$ cat src/rtl/iscb_pkg.sv
// Shared helpers for the ISCB square-root lane array: result lane geometry
// and a lane slicer usable from both RTL and testbench code.
package iscb_pkg;

    // Widest flattened result bus the slicer helper accepts.
    localparam int unsigned RES_MAX_W = 1024;

    // Bits per result lane: a full window of ones (2^win_log2) must fit.
    function automatic int unsigned res_lane_w(input int unsigned win_log2);
        return win_log2 + 1;
    endfunction

    // Extract lane `lane` from a flattened (zero-extended) result bus.
    function automatic int unsigned lane_result(input logic [RES_MAX_W-1:0] res,
                                                input int unsigned          lane,
                                                input int unsigned          win_log2);
        logic [RES_MAX_W-1:0] s;
        s = res >> (lane * res_lane_w(win_log2));
        return s[31:0] & ((32'd1 << res_lane_w(win_log2)) - 32'd1);
    endfunction

endpackage

$ cat src/rtl/iscb_sqrt_lane.sv
// One ISCB square-root lane: a toggle feeding a correlated divider whose
// quotient shift register selects between the input stream and constant 1.
module iscb_sqrt_lane
    import iscb_pkg::*;
#(
    parameter int unsigned DEPTH    = 4,
    parameter int unsigned WIN_LOG2 = 8
) (
    input  logic clk,
    input  logic rst,
    input  logic en,
    input  logic clr,
    input  logic in,
    output logic out
);

    if (DEPTH < 2 || WIN_LOG2 < 1) begin : g_cfg_err
        $error("iscb_sqrt_lane: DEPTH must be >= 2 and WIN_LOG2 >= 1");
    end

    logic             tog_q, tog_d;
    logic [DEPTH-1:0] sr_q, sr_d;
    logic             divisor;

    // Output select, divider enable and next-state for toggle / quotient register.
    always_comb begin
        out     = sr_q[DEPTH-1] ? in : 1'b1;
        divisor = tog_q | out;
        tog_d   = tog_q;
        sr_d    = sr_q;
        if (clr) begin
            tog_d = 1'b0;
            sr_d  = '0;
        end else if (en) begin
            tog_d = ~tog_q;
            if (divisor) begin
                sr_d = {sr_q[DEPTH-2:0], tog_q};
            end
        end
    end

    // Lane state register with synchronous reset.
    always_ff @(posedge clk) begin
        if (rst) begin
            tog_q <= 1'b0;
            sr_q  <= '0;
        end else begin
            tog_q <= tog_d;
            sr_q  <= sr_d;
        end
    end

endmodule

$ cat src/rtl/iscb_sqrt_array.sv
// CH-lane ISCB square-root array with stall enable, stream clear and a
// windowed ones-counter per lane that publishes a binary estimate.
module iscb_sqrt_array
    import iscb_pkg::*;
#(
    parameter int unsigned CH       = 4,
    parameter int unsigned DEPTH    = 4,
    parameter int unsigned WIN_LOG2 = 8
) (
    input  logic                       clk,
    input  logic                       rst,
    input  logic                       en,
    input  logic                       clr,
    input  logic [CH-1:0]              in,
    output logic [CH-1:0]              out,
    output logic [CH*(WIN_LOG2+1)-1:0] result,
    output logic                       res_valid
);

    localparam int unsigned RW = res_lane_w(WIN_LOG2);

    for (genvar c = 0; c < CH; c++) begin : g_lane
        iscb_sqrt_lane #(
            .DEPTH    (DEPTH),
            .WIN_LOG2 (WIN_LOG2)
        ) u_lane (
            .clk (clk),
            .rst (rst),
            .en  (en),
            .clr (clr),
            .in  (in[c]),
            .out (out[c])
        );
    end

    logic [WIN_LOG2-1:0]     win_cnt_q, win_cnt_d;
    logic [CH-1:0][RW-1:0]   acc_q, acc_d;
    logic [CH-1:0][RW-1:0]   result_q, result_d;
    logic                    res_valid_q, res_valid_d;
    logic                    win_last;

    // Window counting and per-lane accumulation; the final sample of a
    // window goes straight into result so the accumulator restarts at 0.
    always_comb begin
        win_cnt_d   = win_cnt_q;
        acc_d       = acc_q;
        result_d    = result_q;
        res_valid_d = 1'b0;
        win_last    = (win_cnt_q == '1);
        if (clr) begin
            win_cnt_d = '0;
            acc_d     = '0;
        end else if (en) begin
            win_cnt_d = win_cnt_q + WIN_LOG2'(1);
            for (int unsigned c = 0; c < CH; c++) begin
                if (win_last) begin
                    result_d[c] = acc_q[c] + RW'(out[c]);
                    acc_d[c]    = '0;
                end else begin
                    acc_d[c] = acc_q[c] + RW'(out[c]);
                end
            end
            res_valid_d = win_last;
        end
    end

    // Shared window state; rst also clears the published result.
    always_ff @(posedge clk) begin
        if (rst) begin
            win_cnt_q   <= '0;
            acc_q       <= '0;
            result_q    <= '0;
            res_valid_q <= 1'b0;
        end else begin
            win_cnt_q   <= win_cnt_d;
            acc_q       <= acc_d;
            result_q    <= result_d;
            res_valid_q <= res_valid_d;
        end
    end

    assign result    = result_q;
    assign res_valid = res_valid_q;

endmodule

$ cat config.mk
export PLATFORM = sky130hd
export DESIGN_NAME = iscb_sqrt_array
export DESIGN_NICKNAME = d
export VERILOG_FILES = /design/src/rtl/iscb_pkg.sv /design/src/rtl/iscb_sqrt_lane.sv /design/src/rtl/iscb_sqrt_array.sv
export SDC_FILE = /design/constraint.sdc
export NUM_CORES = 1
export LEC_CHECK = 0
export BUFFER_PORTS_ARGS = -buffer_cell sky130_fd_sc_hd__buf_2
export CORE_MARGIN = 2
export CORE_UTILIZATION = 60
export DETAILED_ROUTE_END_ITERATION = 12
export GPL_TIMING_DRIVEN = 0
export HOLD_SLACK_MARGIN = 0.03
export PLACE_DENSITY_LB_ADDON = 0.15
export SLEW_MARGIN = 0
export SYNTH_ARGS = -nofsm -noshare
export SYNTH_HDL_FRONTEND = slang
export SYNTH_SLANG_ARGS = --single-unit
$ cat constraint.sdc
create_clock -name clk -period 3.72 [get_ports clk]
set_clock_uncertainty 0.1 [all_clocks]
set_input_delay 0.186 -clock clk [delete_from_list [all_inputs] [get_ports clk]]
set_output_delay 0.186 -clock clk [all_outputs]
set_load 0.05 [all_outputs]
Word level (Yosys, flattened, before mapping)
Cells that the tools add are included.
{ "classes": {"n_addsub": 5, "eq_ne": 1, "n_mux": 8, "bitwise_logic": 10, "reduce_logical": 7} }
{ "op_table": {"columns": ["cell", "n"], "rows": [
  ["$add 9x1->9", 4],
  ["$mux 9", 4],
  ["$add 8x1->8 const B", 1],
  ["$eq 8x8->1 const B", 1],
  ["$reduce_and 2->1", 4],
  ["$not 1->1", 6],
  ["$mux 1", 4],
  ["$or 1x1->1", 4],
  ["$reduce_and 3->1", 1],
  ["$reduce_or 3->1", 1],
  ["$reduce_or 2->1", 1]
]} }
{ "totals": {"regBits": 101, "inputBits": 8, "output_inout_bits": 41, "elab_cells": 49} }

Longest topological paths before layout
Gate-level depths: netlist (run 1).
{ "logic_depth": {"word_depth": 3, "depth_mapped": 8, "depth_no_buf": 7} }

By module
A second synthesis (run 1) with hierarchy kept.
{ "hier_totals": {"cells_unflattened": 469, "area_unflattened_um2": 4441.8} }
{ "modules_own_cells": {"columns": ["mod", "instances", "cells_per_inst", "area_each_um2", "seq_area_each_um2"], "rows": [
  ["iscb_sqrt_array", 1, 385, 3590.9, 1621.6],
  ["iscb_sqrt_lane", 4, 21, 212.7, 100.1]
]} }

Worst setup path after synthesis (run 1)
Ideal clock, no wire load.
{ "synth_timing": {"kind": "flip-flop to flip-flop", "start": "register win_cnt_q[0]", "end": "register acc_q[15] (netlist bit)", "setup_time_ns": 0.074, "arrival_time_ns": 1.649, "required_time_ns": 3.546, "path_slack_ns": 1.897, "stages_incl_launch_ff": 8, "n_path_buf": 2, "period_less_slack_ns": 1.823, "cell_sequence": "dfxtp_1 -> ha_1 -> and3_1 -> clkbuf_1 -> a21oi_1 -> nand2_1 -> clkbuf_1 -> o21ai_0"} }
{ "synth_between": {"elab_chain_len": 2} }
{ "synth_rtl": {"columns": ["element", "line", "text"], "rows": [
  ["from (decl)", "iscb_sqrt_array.sv:36", "logic [WIN_LOG2-1:0] win_cnt_q, win_cnt_d;"],
  ["from (signal assigned)", "iscb_sqrt_array.sv:75", "win_cnt_q <= win_cnt_d;"],
  ["$eq 8x8->1", "iscb_sqrt_array.sv:49", "win_last = (win_cnt_q == '1);"],
  ["$mux 9", "iscb_sqrt_array.sv:56", "if (win_last) begin"],
  ["to (signal assigned)", "iscb_sqrt_array.sv:71", "acc_q <= '0;"],
  ["to (signal assigned)", "iscb_sqrt_array.sv:76", "acc_q <= acc_d;"],
  ["to (decl)", "iscb_sqrt_array.sv:37", "logic [CH-1:0][RW-1:0] acc_q, acc_d;"]
]} }
Every way passes these cells.
A chain may end at the register's enable or synchronous reset.

Worst setup path in the final report (run 1)
{ "layout_timing": {"start": "register win_cnt_q[0]", "end": "register acc_q[16] (netlist bit)"} }
The elaborated chain is that of the path after synthesis.

==> results of run 1 <==
[cell type report]
class / instances / area (um^2)
fillers: 623 / 2243
multi-input cells: 337 / 2133
flip-flops and latches: 101 / 2022
repair buffers: 48 / 240.2
plain buffers: 34 / 180.2
clock buffers: 12 / 155.1
well taps: 99 / 123.9
clock inverters: 4 / 31.28
inverters: 2 / 7.507
[power groups by stage]
| stage | Sequential (uW) | Combinational (uW) | Clock (uW) |
|---|---|---|---|
| after floorplan | 1120 | 63.6 | 0 |
| after global placement | 1120 | 88.5 | 0 |
| after detailed placement | 1120 | 90.7 | 0 |
| after CTS | 1100 | 90.7 | 665 |
| after global routing | 1100 | 99.8 | 707 |
| final | 1100 | 90.8 | 651 |
[stage by stage]
step | instance area, um^2 | total power [uW]
3_3_place_gp | 4707 | 1209
5_1_grt | 4893 | 1904
4_1_cts | 4893 | 1851
2_1_floorplan | 4343 | 1183
6_report | 4893 | 1838
3_5_place_dp | 4707 | 1212
[synth_stat cells (all sizes together) (3+ instances only)]
cell type,instances,area share
dfxtp,101,0.47
nand2,55,0.048
nor2,54,0.047
a21oi,32,0.037
a211oi,26,0.063
nand3,23,0.027
o21ai,21,0.024
xor2,19,0.038
xnor2,18,0.036
buf,17,0.027
clkbuf,17,0.015
and3,14,0.020
nand2b,11,0.016
ha,10,0.029
mux2i,9,0.021
a22oi,8,0.014
a31oi,7,0.010
nand4,4,0.0092
o221a,4,0.010
a32o,3,0.0069
o22ai,3,0.0043
or4,3,0.0052
[per-layer routing]
metal / vias to the layer above / share of wire
met3: 20 / 0.044
met5: - / 0
met2: 96 / 0.48
met1: 1668 / 0.46
li1: 1766 / -
met4: 0 / 0.017
[worst min-delay path by stage]
| stage | to | depth (start not counted) | startpoint |
|---|---|---|---|
| final | acc_q[35]$_SDFFE_PP0P_ | 4 | rst |
| after global routing | acc_q[26]$_SDFFE_PP0P_ | 4 | rst |
| after CTS | acc_q[35]$_SDFFE_PP0P_ | 4 | rst |
| after detailed placement | result[27]$_SDFFE_PP0P_ | 2 | result[27]$_SDFFE_PP0P_ |
| after global placement | result[1]$_SDFFE_PP0P_ | 2 | result[1]$_SDFFE_PP0P_ |
| after floorplan | acc_q[26]$_SDFFE_PP0P_ | 3 | rst |
[cell families after synthesis]
family / after synthesis
AO/OA/AOI/OAI: 104
XOR/XNOR: 37
adder cells (fa/ha/maj): 10
buffers and inverters: 36
flip-flops: 101
multiplexers: 9
AND/OR/NAND/NOR: 177
[critical path: stages, from the launching register on]
cell	delay (ns)
dfxtp_1	0.34
ha_1	0.25
and3_1	0.19
clkbuf_1	0.16
a21oi_1	0.57
nand2_1	0.17
clkbuf_1	0.26
o21ai_0	0.22
[registers in the layout, indices dropped and copies added, names as in the netlist]
register,flops
acc_q,36
g_lane.u_lane.sr_q,16
g_lane.u_lane.tog_q,4
res_valid,1
result,36
win_cnt_q,8
==> impl_metrics.json, run 1 <==
{
  "synthAdderAreaFrac": 0.02881,
  "numPortBuffers": 48,
  "cts_resized": 0,
  "start_util": 0.6085,
  "reg2reg_depth": 7,
  "hp-class": "input pin to register",
  "tns_ns": 0,
  "setup_slack_ns": 1.375,
  "die_area_um2": 7934,
  "grt_max_degree": 17,
  "clock_sinks": 101,
  "r2r-end": "acc_q[16]$_SDFFE_PP0P_",
  "rrSetupSlack_ns": 1.37,
  "ant_nets": 0,
  "rows": 31,
  "max_freq_mhz": 426.4,
  "drt_first_pass_iters": 5,
  "via_per_inst": 5.573,
  "track_usage": 0.2519,
  "design.core.area_um2": 7137,
  "clockRootBuffer": "clkbuf_8",
  "drv_cap": 0,
  "most-common-layout-cells": "dfxtp_1, nand2_1, nor2_1, buf_2, a21oi_1",
  "drive_gt1_frac": 0.1803,
  "synthArstFlopShare": 0,
  "crit_type": "register to register",
  "cts_setup_buffers": 0,
  "synthXorXnorAreaFrac": 0.07462,
  "synth_compound_area_frac": 0.1694,
  "clk-insertion-delay-late_ns": 0.35,
  "dieWidth_um": 89.08,
  "startpoint_type": "register",
  "nets": 551,
  "netSwitchingFraction": 0.2371,
  "synth-seq-cells": 101,
  "required_ns": 3.90,
  "synth_mux_area_frac": 0.02074,
  "syn_nets": 492,
  "slew-limit-headroom": 0.4436,
  "setup_viol": 0,
  "timing.final.crit_share": 0.6304,
  "cts_buffers": 9,
  "final_common_cell": "dfxtp_1",
  "syn_avg_cell_area_um2": 9.162,
  "seq_power_share": 0.596,
  "gr-total-overflow": 0,
  "cellInternalPower_uw": 1403,
  "synth-warning-count": 0,
  "crit_path_end_kind": "register",
  "clkSlewWorstSetupHoldPaths_ns": 0.10,
  "clockBufferDepth": 2,
  "globalplace.congestion": 0.8316,
  "grt_util_met2": 0.4233,
  "grt_pass1_wl_mm": 15.57,
  "syn-cell-area_um2": 4343,
  "synth_top_family_by_area": "simple AND/OR/NAND/NOR gates",
  "layout_min_cycle_time_ns": 2.345,
  "synth_cell_types": 38,
  "synthFlopType": "dfxtp_1",
  "worstSetupEndpoint": "acc_q[16]$_SDFFE_PP0P_",
  "final_core_util": 0.6857,
  "rsz0062_at_grt": "false",
  "antennaDiodeCount": 0,
  "dpl.hpwl_mm": 6.832,
  "ctsHoldBuffers": 0,
  "drt_iter0_markers": 185,
  "timing.rr.start": "win_cnt_q[0]$_SDFFE_PP0P_",
  "hold_violations": 0,
  "max-vdd-ir-drop_v": 0.0002589,
  "crit_fanout": 10,
  "hold_slack_ns": 0.1225,
  "power_density_nw_per_um2": 375.7,
  "htreeDepth": 3,
  "busiest_layer": "met2",
  "routed_wl_mm": 9.466,
  "place_ws_ns": 1.419,
  "cp_data_arrival_time_ns": 2.52,
  "drc": 0,
  "synth_edf_count": 0,
  "post_drt_wl_per_cell_um": 14.86,
  "yosysSeqAreaShare": 0.4656,
  "switchingPower_uw": 435.8,
  "place_inst": 621,
  "use_met1": 0.3393,
  "pwr-share-comb": 0.049,
  "die_y_um": 89.08,
  "worstMarginPinSlew_ns": 0.8312,
  "p_leak_uw": 0.001855,
  "syn_inst": 474,
  "setup.worst_path.start": "win_cnt_q[0]$_SDFFE_PP0P_",
  "ios": 49,
  "synth-simple-area-share": 0.1976,
  "grt.met3_usage": 0.03047,
  "stdcell_count": 637,
  "area_growth_pct": 12.68,
  "drv_slew": 0,
  "antenna_found_initial": 0,
  "cts_tree": "built",
  "p_clk_frac": 0.354,
  "grt_pass1_vias": 3259,
  "status": "finished, final reports clean",
  "vias": 3550
}
No activity file was read; power rests on OpenSTA's default activity.
==> run 2: changes to the inputs <==
--- a/config.mk
+++ b/config.mk
@@ -7,7 +7,7 @@
 export LEC_CHECK = 0
 export BUFFER_PORTS_ARGS = -buffer_cell sky130_fd_sc_hd__buf_2
 export CORE_MARGIN = 2
-export CORE_UTILIZATION = 60
+export CORE_UTILIZATION = 52
 export DETAILED_ROUTE_END_ITERATION = 12
 export GPL_TIMING_DRIVEN = 0
 export HOLD_SLACK_MARGIN = 0.03
==> constraint.sdc (replaced) <==
create_clock -name clk -period 1.9 [get_ports clk]
set_clock_uncertainty 0.1 [all_clocks]
set_input_delay 0.095 -clock clk [delete_from_list [all_inputs] [get_ports clk]]
set_output_delay 0.095 -clock clk [all_outputs]
set_load 0.05 [all_outputs]
==> impl_metrics.json, run 2 (synthesized netlist as in run 1, its figures left out) <==
{
  "grt_pass1_wl_mm": 16.55,
  "numPortBuffers": 48,
  "gr-total-overflow": 0,
  "post_drt_wl_per_cell_um": 16.02,
  "grt_max_degree": 17,
  "crit_fanout": 6,
  "setup_viol": 0,
  "cts_tree": "built",
  "clkSlewWorstSetupHoldPaths_ns": 0.10,
  "start_util": 0.5312,
  "clockBufferDepth": 2,
  "max_freq_mhz": 551.0,
  "most-common-layout-cells": "dfxtp_1, nand2_1, nor2_1, buf_2, a21oi_1",
  "crit_path_end_kind": "register",
  "hp-class": "input pin to register",
  "ios": 49,
  "drc": 0,
  "final_core_util": 0.6255,
  "power_density_nw_per_um2": 748.0,
  "p_leak_uw": 0.001921,
  "rows": 33,
  "p_total_uw": 3825,
  "antenna_found_initial": 0,
  "cts_buffers": 9,
  "required_ns": 2.09,
  "stdcell_count": 645,
  "ant_nets": 0,
  "globalplace.congestion": 0.8410,
  "startpoint_type": "register",
  "design.core.area_um2": 8175,
  "drv_cap": 0,
  "hold_slack_ns": 0.05043,
  "dpl.hpwl_mm": 7.110,
  "grt_pass1_vias": 3298,
  "die_y_um": 95.39,
  "drt_first_pass_iters": 5,
  "clockRootBuffer": "clkbuf_8",
  "final_common_cell": "dfxtp_1",
  "drive_gt1_frac": 0.2463,
  "clk-insertion-delay-late_ns": 0.37,
  "max-vdd-ir-drop_v": 0.0004548,
  "die_area_um2": 9098,
  "timing.final.crit_share": 0.9553,
  "cp_data_arrival_time_ns": 2.01,
  "status": "finished, final reports clean",
  "routed_wl_mm": 10.33,
  "slew-limit-headroom": 0.4443,
  "clock_sinks": 101,
  "place_inst": 627,
  "area_growth_pct": 17.75,
  "layout_min_cycle_time_ns": 1.815,
  "htreeDepth": 3,
  "vias": 3582,
  "via_per_inst": 5.553,
  "nets": 553,
  "drt_iter0_markers": 281,
  "hold_violations": 0,
  "antennaDiodeCount": 0,
  "crit_type": "register to register",
  "track_usage": 0.2388,
  "dieWidth_um": 95.39,
  "worstMarginPinSlew_ns": 0.8336,
  "drv_slew": 0
}
-- run 2: worst paths after layout --
check | from | endpoint | slack, ns | cells after the start
max | win_cnt_q[0]$_SDFFE_PP0P_ | acc_q[5]$_SDFFE_PP0P_ | 0.08 | 5
min | clr | result[20]$_SDFFE_PP0P_ | 0.05 | 4
max reg2reg | win_cnt_q[0]$_SDFFE_PP0P_ | acc_q[5]$_SDFFE_PP0P_ | 0.08 | 5
min reg2reg | result[27]$_SDFFE_PP0P_ | result[27]$_SDFFE_PP0P_ | 0.35 | 2
-- run 2: critical path, stage by stage (launching register included) --
cell and delay (ns):
dfxtp_2 0.35, ha_2 0.21, and3_4 0.22, and2_2 0.24
or4_1 0.48, o22ai_1 0.15
-- run 2: what timing repair did --
action	4_1_cts	5_1_grt
pin swaps	4	2
setup endpoints to repair	60	52
buffers inserted	4	1
gates resized for setup	16	22
hold buffers	1	0
hold endpoints to repair	1	0
-- run 2: area by class of cell --
type / count / area (um^2)
Sequential cell: 101 / 2027
Buffer: 30 / 171.4
Clock buffer: 10 / 127.6
Timing Repair Buffer: 54 / 300.3
Clock inverter: 6 / 86.33
Multi-Input combinational cell: 337 / 2262
Inverter: 2 / 7.507
Tap cell: 105 / 131.4
Fill cell: 736 / 3062
-- run 2: metal layers --
| layer | GRT usage | part of all wire |
|---|---|---|
| met1 | 0.3147 | 0.45 |
| met4 | 0.1000 | 0.023 |
| met2 | 0.3944 | 0.49 |
| met5 | 0 | 0 |
| met3 | 0.03241 | 0.039 |
-- run 2: report_power, final --
part	switching (uW)	internal (uW)	total, uW
Clock	740	743	1480
Combinational	127	66.8	194
Sequential	15.4	2130	2150
Total	883	2940	3830
-- run 2: metrics by stage --
step	setup WS [ns]	setup TNS [ns]	cell area [um^2]
after floorplan	0.07705	0	4343
after global placement	-0.3719	-9.517	4715
after detailed placement	-0.4674	-10.97	4715
after CTS	0.0006526	0	5021
after global routing	-0.009713	-0.01450	5114
final	0.08499	0	5114
